File: config.mk
export PLATFORM = sky130hd
export DESIGN_NAME = key_filter
export DESIGN_NICKNAME = d
export VERILOG_FILES = /design/src/rtl/key_pkg.sv /design/src/rtl/sync_2ff.sv /design/src/rtl/key_filter.sv
export SDC_FILE = /design/constraint.sdc
export NUM_CORES = 1
export LEC_CHECK = 0
export ABC_AREA = 1
export CAP_MARGIN = 25
export CORE_MARGIN = 2
export CORE_UTILIZATION = 44
export CTS_CLUSTER_DIAMETER = 80
export DETAILED_ROUTE_END_ITERATION = 6
export GPL_ROUTABILITY_DRIVEN = 0
export SYNTH_ARGS = -nofsm -noshare
export SYNTH_HDL_FRONTEND = slang
export SYNTH_SLANG_ARGS = --single-unit
File: constraint.sdc
create_clock -name clk -period 1.6 [get_ports clk]
set_input_delay 0.16 -clock clk [delete_from_list [all_inputs] [get_ports clk]]
set_output_delay 0.16 -clock clk [all_outputs]
set_load 0.02 [all_outputs]
File: src/rtl/key_pkg.sv
// key_pkg: shared types and helpers for the push-button debounce path.
//   key_state_t      : debounce FSM states
//   debounce_cnt_max : terminal count of the bounce-filter counter
package key_pkg;

  typedef enum logic [1:0] {
    IDLE      = 2'd0,
    FILT_DOWN = 2'd1,
    DOWN      = 2'd2,
    FILT_UP   = 2'd3
  } key_state_t;

  // Number of clock cycles in the filter window, minus one.
  function automatic int debounce_cnt_max(input int clk_hz, input int ms);
    return clk_hz / 1000 * ms - 1;
  endfunction

endpackage

File: src/rtl/sync_2ff.sv
// sync_2ff: generic 1-bit two-flop synchroniser for asynchronous inputs.
//   clk   : destination clock
//   reset : asynchronous, active-low reset (both flops load RST_VAL)
//   i_d   : asynchronous input
//   o_q   : synchronised output
module sync_2ff #(
  parameter logic RST_VAL = 1'b0
) (
  input  logic clk,
  input  logic reset,
  input  logic i_d,
  output logic o_q
);

  logic r_meta;
  logic r_sync;

  always_ff @(posedge clk or negedge reset) begin
    if (!reset) begin
      r_meta <= RST_VAL;
      r_sync <= RST_VAL;
    end else begin
      r_meta <= i_d;
      r_sync <= r_meta;
    end
  end

  assign o_q = r_sync;

endmodule

File: src/rtl/key_filter.sv
// key_filter: debounce and edge qualification for one active-low push button.
//   clk              : system clock, rising edge
//   reset            : asynchronous, active-low reset
//   key_in           : raw button, 0 = pressed, asynchronous to clk
//   key_flag         : one-cycle pulse on a confirmed press
//   key_release_flag : one-cycle pulse on a confirmed release
//   key_state        : debounced level, 0 = pressed, 1 = released
module key_filter
  import key_pkg::*;
#(
  parameter int CLK_FREQ_HZ = 50_000_000,
  parameter int DEBOUNCE_MS = 20
) (
  input  logic clk,
  input  logic reset,
  input  logic key_in,
  output logic key_flag,
  output logic key_release_flag,
  output logic key_state
);

  localparam int CNT_MAX = debounce_cnt_max(CLK_FREQ_HZ, DEBOUNCE_MS);
  localparam int CNT_W   = $clog2(CNT_MAX + 1);
  localparam logic [CNT_W-1:0] CNT_LAST = CNT_W'(CNT_MAX);
  localparam logic [CNT_W-1:0] CNT_ONE  = CNT_W'(1);

  generate
    if (CNT_MAX < 1) begin : g_bad_window
      $error("key_filter: debounce window must be at least two clock cycles");
    end
  endgenerate

  logic             w_key_s;
  logic             r_key_d;
  logic             w_fall;
  logic             w_rise;
  key_state_t       r_state;
  key_state_t       w_state_nxt;
  logic [CNT_W-1:0] r_cnt;
  logic [CNT_W-1:0] w_cnt_nxt;
  logic             r_key_flag;
  logic             r_rel_flag;
  logic             r_level;
  logic             w_flag_nxt;
  logic             w_rel_nxt;
  logic             w_level_nxt;

  // Idle level of the button is high, so the synchroniser resets to 1 and a
  // key already held low at reset release shows up as a fresh falling edge.
  sync_2ff #(.RST_VAL(1'b1)) u_sync (
    .clk   (clk),
    .reset (reset),
    .i_d   (key_in),
    .o_q   (w_key_s)
  );

  assign w_fall = r_key_d & ~w_key_s;
  assign w_rise = ~r_key_d & w_key_s;

  always_ff @(posedge clk or negedge reset) begin
    if (!reset) begin
      r_key_d    <= 1'b1;
      r_state    <= IDLE;
      r_cnt      <= '0;
      r_key_flag <= 1'b0;
      r_rel_flag <= 1'b0;
      r_level    <= 1'b1;
    end else begin
      r_key_d    <= w_key_s;
      r_state    <= w_state_nxt;
      r_cnt      <= w_cnt_nxt;
      r_key_flag <= w_flag_nxt;
      r_rel_flag <= w_rel_nxt;
      r_level    <= w_level_nxt;
    end
  end

  // The counter saturates at CNT_LAST: reaching it with the level still
  // qualifying completes the window and leaves the filter state, so it
  // never wraps. Any return to the stable level abandons the window.
  always_comb begin
    w_state_nxt = r_state;
    w_cnt_nxt   = r_cnt;
    w_flag_nxt  = 1'b0;
    w_rel_nxt   = 1'b0;
    w_level_nxt = r_level;
    case (r_state)
      IDLE: begin
        w_cnt_nxt = '0;
        if (w_fall) begin
          w_state_nxt = FILT_DOWN;
        end
      end
      FILT_DOWN: begin
        if (w_key_s) begin
          w_state_nxt = IDLE;
          w_cnt_nxt   = '0;
        end else if (r_cnt == CNT_LAST) begin
          w_state_nxt = DOWN;
          w_cnt_nxt   = '0;
          w_flag_nxt  = 1'b1;
          w_level_nxt = 1'b0;
        end else begin
          w_cnt_nxt = r_cnt + CNT_ONE;
        end
      end
      DOWN: begin
        w_cnt_nxt = '0;
        if (w_rise) begin
          w_state_nxt = FILT_UP;
        end
      end
      FILT_UP: begin
        if (!w_key_s) begin
          w_state_nxt = DOWN;
          w_cnt_nxt   = '0;
        end else if (r_cnt == CNT_LAST) begin
          w_state_nxt = IDLE;
          w_cnt_nxt   = '0;
          w_rel_nxt   = 1'b1;
          w_level_nxt = 1'b1;
        end else begin
          w_cnt_nxt = r_cnt + CNT_ONE;
        end
      end
      default: begin
        w_state_nxt = IDLE;
        w_cnt_nxt   = '0;
      end
    endcase
  end

  assign key_flag         = r_key_flag;
  assign key_release_flag = r_rel_flag;
  assign key_state        = r_level;

endmodule

==> impl.org <==
** Status
- The flow ran to the end, and the final reports show no timing, DRC or antenna violations.

** Yosys
- Fraction of post-synthesis cell area in the top cell type by area :: 41.9%
- After synthesis, the share of flip-flops with an asynchronous set or reset is 100%.
- Counting every instance in the synthesized netlist gives roughly 190.
- Count of unique library cells instantiated by Yosys :: 20
- Number of synthesized register bits :: 28
- Seq/Total Area, Yosys :: between 40% and 50%
- The number of nets in the synthesized netlist is 189.
- Main area contributors after synthesis :: sky130_fd_sc_hd__dfrtp_1 (42%), sky130_fd_sc_hd__nor2_1 (12%), sky130_fd_sc_hd__nand2_1 (11%), sky130_fd_sc_hd__dfstp_2 (7.3%), sky130_fd_sc_hd__nand3_1 (4.5%)
- Post-Synthesis Cell Area :: 1430 sq um
- The most common cell in the synthesized netlist is sky130_fd_sc_hd__nor2_1.
- The synthesized design contains 0 enable-type register cells.
- Of all cell types, the one taking the most synthesized area is sky130_fd_sc_hd__dfrtp_1.
- Counting instances in the post-synthesis netlist gives the leading cell types as sky130_fd_sc_hd__nor2_1 (45), sky130_fd_sc_hd__nand2_1 (42), sky130_fd_sc_hd__dfrtp_1 (24), sky130_fd_sc_hd__inv_1 (17), sky130_fd_sc_hd__nand3_1 (13).
- Average instance area after synthesis :: just under 8 sq um
- For this run, the leading register cell type out of synthesis is sky130_fd_sc_hd__dfrtp_1.
- The Yosys step of the flow raised 0 warnings.

** Clocking
- For this design, the sink count on the clock tree is 28.
- In this run, CTS created clock tree buffers numbering 3.
- Clock-pin transition on the worst setup and hold timing paths :: 150 ps
- Clk buf depth :: 2
- Clock tree from TritonCTS :: done
- Clock insertion delay at the later pin of the skew report :: roughly 340 ps
- CTS H-Tree Depth :: 1
- Buffers inserted to repair hold after CTS numbered 0.
- Clk Tree Root Cell :: sky130_fd_sc_hd__clkbuf_4

** Route
- The count of nets left with antenna violations once routing finished came out at 0.
- After detailed routing, the number of remaining DRC violations is 0.
- For this block, the routed nets add up to 2870 um of wire.
- Avg WL per Cell :: 11.9 um
- For this block, the via count after detailed routing is 1161.
- Number of violations reported at the end of detailed-routing iteration 0 :: 89
- The first TritonRoute pass finished after 4 iterations.
- Dividing the detail-routed via count by the number of cells gives 4.82.

** Cells and area
- Area taken by flip-flops and latches :: 706 sq um
- At the end of the flow, the number of nets in the layout was roughly 200.
- The filler cells instantiated in the layout total 298.
- The number of antenna diodes in the final layout is 0.
- Syn-to-layout area delta :: 14.7%
- Layout cell share with drive strength beyond 1 :: a little under an eighth
- Summing all multi-input logic gate instances after layout gives between 600 and 700 sq um.
- After routing the design area is 1640 sq um.

** GRT
- Pin count of the biggest net entering global routing :: 29
- The via count of the first global-routing pass came to 1132.
- Antenna violations before repair :: 0
- Sum of overflow across all layers after global routing :: 0
- The first global-routing pass estimated 4860 um of wire.
- Across every metal layer, demand over resource in global routing totals 17.7%.

** Worst setup path
- Worst endpoint required time :: 1850 ps
- Data arrives at the worst endpoint at 1780 ps.
- Critical path class :: reg2reg
- Of all nets on the critical path, the largest fanout is 6.
- CP startpoint kind :: flop
- CP endpoint kind :: flop

** Pwr
- Worst IR Drop VDD :: 413 uV
- Leakage :: 0.700 nW
- In this run the power density over the cells is 769 nW/um^2.
- Power after layout :: 1.26 mW

** STA
- Maximum clock frequency :: 655 MHz
- Shortest period the worst path allows :: between 1500 and 2000 ps
- Slew at the pin with the worst max-slew slack :: about 360 ps
- The number of max-slew violations in the final report was 0.
- Dividing the final minimum period by the clock period gives 95.4%.
- The worst pin sits at a relative slew slack of between 70% and 80%.
- Count of endpoints failing setup in the final report :: 0
- The final number of hold-violating endpoints is 0.
- The clock arrives with 3.19 ps of skew.
- Final hold analysis gives a worst-case slack of 159 ps.

** Die
- Standard cell core area :: 3080 sq um
- IO Pins :: 6
- In this run the horizontal extent of the chip is 61.1 um.
- The die is 61.1 um tall.
- The die covers approximately 3700 sq um.
- Initial standard-cell utilization of the core :: 46.6%
- The floorplan has 20 rows.

** Placed design
- Input/output buffers :: 5
- Placed Area :: between 1500 and 2000 sq um
- Summed over all nets, the half-perimeter wirelength after detailed placement is 2060 um.

** Job
- Maximum Capacitance Violations :: 0

** Worst hold path
- The path class of the tightest hold or removal check is in2async.
==> flip-flops by register name, summed over array words and instances (netlist names), named ones only <==
name / cells
r_state: 1
r_key_d: 1
u_sync.r_meta: 1
key_flag: 1
r_cnt: 20
u_sync.o_q: 1
key_state: 1
key_release_flag: 1
==> cell type report <==
class	instances	share of cell area (%)
sequential	28	42.9
multi-input combinational	134	39.6
timing repair buffer	9	5.56
inverter	22	5.33
tap	44	3.35
clock inverter	1	1.83
clock buffer	3	1.37
==> worst max-delay path, cell delays in order, from the launching register on <==
cell                      delay (ps)
sky130_fd_sc_hd__dfrtp_1         460
sky130_fd_sc_hd__inv_2           110
sky130_fd_sc_hd__nand2_1          50
sky130_fd_sc_hd__nor2_1          210
sky130_fd_sc_hd__nand3_2         140
sky130_fd_sc_hd__nor2_4          150
sky130_fd_sc_hd__nor2_4           80
sky130_fd_sc_hd__buf_12          140
sky130_fd_sc_hd__nand2_1          50
sky130_fd_sc_hd__nor2_1           40
==> power by group <==
| group | switching (mW) | total (mW) | leakage, nW | internal [mW] |
|---|---|---|---|---|
| clock network | 0.223 | 0.477 | 0.0279 | 0.254 |
| logic | 0.0365 | 0.0580 | 0.296 | 0.0215 |
| registers | 0.00862 | 0.729 | 0.375 | 0.720 |
| total | 0.268 | 1.26 | 0.700 | 0.996 |
==> metrics by stage <==
| stage | worst slack, ps | util [%] | instances | TNS, ps |
|---|---|---|---|---|
| CTS | 12.7 | 51.8 | 239 | 0 |
| global placement | 90.0 | 50.1 | 235 | 0 |
| detailed placement | 42.5 | 50.1 | 235 | 0 |
| finish | 74.1 | 53.4 | 241 | 0 |
| global route | -11.8 | 53.4 | 241 | -34.8 |
| floorplan | 182 | - | 185 | 0 |
==> path summary, 6_finish.rpt <==
| check | start | endpoint | slack (ps) | depth (start not counted) |
|---|---|---|---|---|
| setup reg to reg | r_cnt[15] | r_cnt[16] | 70 | 9 |
| hold reg to reg | u_sync.r_meta | u_sync.o_q | 370 | 0 |
| max in group asynchronous | reset | r_key_d | 1120 | 2 |
| setup / recovery | r_cnt[15] | r_cnt[16] | 70 | 9 |
| min in group clk | key_in | u_sync.r_meta | 200 | 1 |
| hold / removal | reset | r_cnt[14] | 160 | 2 |
==> metal layers <==
layer / routed length, um / global-route usage (%) / vias up / part of all wire [%]
li1: - / - / 601 / -
met5: 0 / 0 / - / 0
met2: 1370 / 29.5 / 12 / 48
met3: 80 / 1.89 / 5 / 2.8
met4: 44 / 7.45 / 0 / 1.5
met1: 1370 / 23.5 / 543 / 48
==> placed cells by master (no fill, tap or decap), types with 3 or more instances in the layout <==
cell type and count:
sky130_fd_sc_hd__o21ai_1 6, sky130_fd_sc_hd__dfrtp_1 24, sky130_fd_sc_hd__clkbuf_4 3, sky130_fd_sc_hd__nor2_4 3, sky130_fd_sc_hd__nand4_1 4, sky130_fd_sc_hd__inv_2 4, sky130_fd_sc_hd__xor2_1 6, sky130_fd_sc_hd__inv_1 17
sky130_fd_sc_hd__xnor2_1 4, sky130_fd_sc_hd__buf_4 3, sky130_fd_sc_hd__nor3_1 7, sky130_fd_sc_hd__nand3_1 12, sky130_fd_sc_hd__clkdlybuf4s50_1 4, sky130_fd_sc_hd__dfstp_2 4, sky130_fd_sc_hd__nand2_1 42, sky130_fd_sc_hd__nor2_1 45
==> what timing repair did <==
item                       CTS  global route
gates resized for setup      1             5
pin swaps                    0             1
setup endpoints to repair    1            21
buffers inserted             0             2
==> kinds of logic (layout without fill, tap and decap cells) <==
| family | after synthesis | count (layout) | synth area share [%] |
|---|---|---|---|
| buffers and inverters | 23 | 35 | 6.72 |
| AND/OR/NAND/NOR | 116 | 116 | 34.6 |
| flip-flops | 28 | 28 | 49.2 |
| adder cells (fa/ha/maj) | 1 | 1 | 0.872 |
| XOR/XNOR | 10 | 10 | 6.11 |
| AO/OA/AOI/OAI | 7 | 7 | 2.44 |
Power figures use the tool's default switching activity.
